`config.mk`:
```
export PLATFORM = sky130hd
export DESIGN_NAME = sa2_scheduler
export DESIGN_NICKNAME = d
export VERILOG_FILES = /design/src/rtl/sa2_scheduler.sv
export SDC_FILE = /design/constraint.sdc
export NUM_CORES = 1
export LEC_CHECK = 0
export ABC_AREA = 1
export ABC_CLOCK_PERIOD_IN_PS = 2200
export BUFFER_PORTS_ARGS = -buffer_cell sky130_fd_sc_hd__buf_2
export CAP_MARGIN = 20
export CORE_AREA = 2 2 265 267
export DETAILED_ROUTE_END_ITERATION = 12
export DIE_AREA = 0 0 267 269
export SYNTH_ARGS = -nofsm -noshare
export SYNTH_HDL_FRONTEND = slang
export SYNTH_SLANG_ARGS = --single-unit
```
`constraint.sdc`:
```
create_clock -name clk -period 2.2 [get_ports clk]
set_clock_uncertainty 0.15 [all_clocks]
set_input_delay 0.22 -clock clk [delete_from_list [all_inputs] [get_ports clk]]
set_output_delay 0.22 -clock clk [all_outputs]
set_load 0.01 [all_outputs]
```
`src/rtl/sa2_scheduler.sv`:
```
// sa2_scheduler: round-robin two-requester job scheduler driving the 2x2 systolic array.
// Optional RUN-cycle timeout abort is enabled by defining SA2_SCHED_TIMEOUT_EN.
module sa2_scheduler #(
    parameter int TIMEOUT = 64,
    parameter int CNT_W   = 7
) (
    input  logic         clk,
    input  logic         rst_n,
    input  logic [1:0]   req,
    output logic [1:0]   req_ready,
    input  logic [127:0] a0,
    input  logic [127:0] a1,
    input  logic [71:0]  b0,
    input  logic [71:0]  b1,
    output logic         resp_valid,
    input  logic         resp_ready,
    output logic         resp_id,
    output logic [31:0]  resp_c,
    output logic         resp_err,
    output logic         busy,
    output logic         sa_rst,
    output logic         sa_active,
    output logic [127:0] sa_a,
    output logic [71:0]  sa_b,
    input  logic         sa_done,
    input  logic [31:0]  sa_c
);
    typedef enum logic [1:0] {IDLE, CLR, RUN, RESP} state_t;

    if (TIMEOUT < 30 || (2 ** CNT_W) <= TIMEOUT) begin : g_bad_cfg
        $error("sa2_scheduler: TIMEOUT must be >= 30 and below 2**CNT_W");
    end

    state_t         state_q;
    logic           pri_q;
    logic           id_q;
    logic           valid_q;
    logic           active_q;
    logic [127:0]   a_q;
    logic [71:0]    b_q;
    logic [31:0]    c_q;
    logic           gnt_id;

    // pri_q names the requester that wins a tie
    assign gnt_id     = (req == 2'b11) ? pri_q : req[1];
    assign req_ready  = (rst_n && state_q == IDLE && |req) ? (gnt_id ? 2'b10 : 2'b01) : 2'b00;
    assign busy       = state_q != IDLE;
    assign sa_rst     = !rst_n || state_q == CLR;
    assign sa_active  = active_q;
    assign sa_a       = a_q;
    assign sa_b       = b_q;
    assign resp_valid = valid_q;
    assign resp_id    = id_q;
    assign resp_c     = c_q;

`ifdef SA2_SCHED_TIMEOUT_EN
    logic             err_q;
    logic [CNT_W-1:0] cnt_q;
    assign resp_err = err_q;
`else
    assign resp_err = 1'b0;
`endif

    always_ff @(posedge clk or negedge rst_n) begin
        if (!rst_n) begin
            state_q  <= IDLE;
            pri_q    <= 1'b0;
            id_q     <= 1'b0;
            valid_q  <= 1'b0;
            active_q <= 1'b0;
            a_q      <= '0;
            b_q      <= '0;
            c_q      <= '0;
`ifdef SA2_SCHED_TIMEOUT_EN
            err_q    <= 1'b0;
            cnt_q    <= '0;
`endif
        end else begin
            case (state_q)
                IDLE: if (|req) begin
                    state_q <= CLR;
                    pri_q   <= ~gnt_id;
                    id_q    <= gnt_id;
                    a_q     <= gnt_id ? a1 : a0;
                    b_q     <= gnt_id ? b1 : b0;
                end
                CLR: begin
                    state_q  <= RUN;
                    active_q <= 1'b1;
`ifdef SA2_SCHED_TIMEOUT_EN
                    cnt_q    <= CNT_W'(1);
`endif
                end
                RUN: if (sa_done) begin
                    state_q  <= RESP;
                    active_q <= 1'b0;
                    valid_q  <= 1'b1;
                    c_q      <= sa_c;
`ifdef SA2_SCHED_TIMEOUT_EN
                    err_q    <= 1'b0;
                end else if (cnt_q == CNT_W'(TIMEOUT)) begin
                    state_q  <= RESP;
                    active_q <= 1'b0;
                    valid_q  <= 1'b1;
                    c_q      <= '0;
                    err_q    <= 1'b1;
                end else begin
                    cnt_q    <= cnt_q + 1'b1;
`endif
                end
                RESP: if (resp_ready) begin
                    state_q <= IDLE;
                    valid_q <= 1'b0;
                end
                default: state_q <= IDLE;
            endcase
        end
    end
endmodule
```
==> impl_metrics.json <==
{
  "outcome": "finished, final reports clean",
  "grt_overflow": 0,
  "placed_cell_area_mm2": 0.01755,
  "max_freq_mhz": 478.9,
  "worstHoldPathType": "in2reg",
  "synth.distinct_cells": 17,
  "clk_pin_slew_ns": 0.06,
  "firstDrtPassIters": 7,
  "grt_max_degree": 106,
  "grt_pass1_vias": 16120,
  "finalHoldViolCount": 0,
  "ioPinCount": 678,
  "crit_fanout": 4,
  "fin_crit_sh": 0.9491,
  "die_h_um": 269,
  "cts_root_buffer": "clkbuf_16",
  "netlist_area_mm2": 0.01299,
  "endpoint_kind": "primary output",
  "syn-instance-count": 1908,
  "final_util": 0.3304,
  "leakage_nw": 13.31,
  "setup_viol": 0,
  "syn_nets": 2352,
  "antenna_found_initial": 5,
  "drive_gt1_frac": 0.2565,
  "post-place-ws_ns": 0.2366,
  "drtIter0Drc": 1110,
  "finalNetCount": 3429,
  "h-tree-depth": 1,
  "crit_required_ns": 1.83,
  "avgSynthCellArea_um2": 6.806,
  "fin_area_mm2": 0.02290,
  "num_rows": 97,
  "total_power_mw": 23.53,
  "core_area_mm2": 0.06930,
  "grt_setup_unrepaired": "yes",
  "hpwl_mm": 36.08,
  "ant_nets": 0,
  "yosys.area.top_type": "dfrtp_1",
  "placedCellCount": 3446,
  "wl_mm": 57.27,
  "clock_path_buffers": 3,
  "cp-start-kind": "flip-flop",
  "synth_top_area_share": 0.4586,
  "maxSlewHeadroom": 0.5418,
  "tns_ns": 0,
  "hold_ws_ns": 0.03001,
  "cts_sinks": 238,
  "vdd_drop_max_mv": 0.5199,
  "synth_area_leaders": "dfrtp_1, nand2_1, nand3_1",
  "clk_latency_ns": 0.56,
  "ys_ff_latch": 238,
  "cts_made_buffers": 29,
  "die_area_mm2": 0.07182,
  "grt_use_total": 0.1490,
  "cts_tree": "built",
  "worst_slew_pin_slew_ns": 0.6873,
  "fin_ws_ns": 0.1119,
  "final_cells": 3945,
  "die_w_um": 267,
  "num_vias": 16360,
  "syn2layout_area_growth_pct": 76.31,
  "start_util": 0.1874,
  "cp.arrival_ns": 1.72,
  "io_buffers": 676,
  "place.gp.congestion": 0.8787,
  "cap_violations": 0,
  "critPathKind": "reg2out",
  "p_per_area_mw_per_mm2": 1028,
  "slew_violations": 0,
  "wl_per_cell_um": 14.52,
  "viasPerCell": 4.146,
  "grt_pass1_wl_mm": 86.19,
  "ys.warnings.count": 0,
  "route.detailed.drc": 0,
  "ys_seq_area_frac": 0.4586,
  "fin_crit_ns": 2.088
}
worst max-delay path, cell delays in order (launching register included):
cell     delay [ns]
dfrtp_1        0.42
inv_2          0.10
ha_1           0.19
nand3_2        0.13
a21oi_1        0.13
buf_2          0.17
path summary, 6_finish.rpt:
kind,depth (start not counted),slack (ns),start,end
min in group asynchronous,3,0.17,rst_n,sa_a[42]
max,5,0.11,state_q[0],req_ready[0]
min,5,0.03,req[1],state_q[1]
min reg2reg,2,0.31,resp_c[26],resp_c[26]
max reg2reg,6,0.21,state_q[0],resp_c[9]
max in group asynchronous,3,0.87,rst_n,sa_a[10]
repair_timing:
| item | in CTS | in global routing |
|---|---|---|
| pin swaps | 1 | 0 |
| hold endpoints to repair | 473 | 0 |
| setup endpoints to repair | 2 | 2 |
| hold buffers | 445 | 0 |
| resized for setup | 1 | 4 |
| setup buffers | 0 | 1 |
| cloned | 1 | 1 |
cell usage in the layout, fill, tap and decap left out:
| master | instances |
|---|---|
| dlygate4sd3_1 | 445 |
| clkinvlp_4 | 1 |
| o21ai_0 | 5 |
| inv_6 | 1 |
| clkinv_2 | 5 |
| buf_12 | 16 |
| buf_16 | 1 |
| buf_2 | 674 |
| nand3_2 | 1 |
| a21oi_1 | 1 |
| clkbuf_16 | 30 |
| inv_1 | 408 |
| buf_4 | 29 |
| dfrtp_1 | 238 |
| diode_2 | 3 |
| nand2_8 | 2 |
| nand4_1 | 2 |
| nand2_4 | 1 |
| nor2_1 | 2 |
| clkbuf_8 | 2 |
| conb_1 | 1 |
| buf_6 | 1 |
| buf_8 | 1 |
| nand2_1 | 679 |
| clkbuf_1 | 11 |
| nand3_1 | 434 |
| inv_2 | 3 |
| nor2_4 | 2 |
| ha_1 | 6 |
logic make-up after synthesis:
kind of cell	after synthesis	share of synthesized area
AND/OR/NAND/NOR	1122	0.3681
buffers and inverters	535	0.1649
flip-flops	238	0.4586
AO/OA/AOI/OAI	6	0.002312
adder cells (fa/ha/maj)	6	0.005781
other	1	0.0002888
area by class of cell:
type / count / area, µm²
antenna: 3 / 7.507
clock buffer: 42 / 794.5
tap: 940 / 1176
clock inverter: 6 / 32.53
inverter: 412 / 1551
sequential: 238 / 5956
timing repair buffer: 1168 / 8444
multi-input combinational: 1136 / 4933
fill: 7110 / 46400
layer usage:
metal | global-route usage | vias to the layer above | share of wire
li1 | - | 7838 | -
met1 | 0.1774 | 7396 | 0.39
met2 | 0.2470 | 895 | 0.47
met3 | 0.03169 | 224 | 0.079
met4 | 0.09019 | 2 | 0.061
met5 | 0 | - | 0.00023
Yosys cell counts (all sizes together):
| cell type | number |
|---|---|
| conb | 1 |
| nand4 | 2 |
| nand3 | 435 |
| dfrtp | 238 |
| a21oi | 1 |
| nand2 | 681 |
| ha | 6 |
| nor2 | 4 |
| clkbuf | 45 |
| inv | 412 |
| buf | 78 |
| o21ai | 5 |
power breakdown:
group / total (mW) / internal [mW] / switching, mW
Clock: 4.36 / 2.47 / 1.90
Sequential: 7.88 / 6.60 / 1.27
Combinational: 11.3 / 4.49 / 6.80
Total: 23.5 / 13.6 / 9.97
registers in the layout, indices dropped and copies added, names as in the netlist:
signal      count
pri_q           1
state_q         2
resp_valid      1
resp_c         32
sa_a          128
resp_id         1
sa_b           72
sa_active       1
No activity file was read; power rests on OpenSTA's default activity.
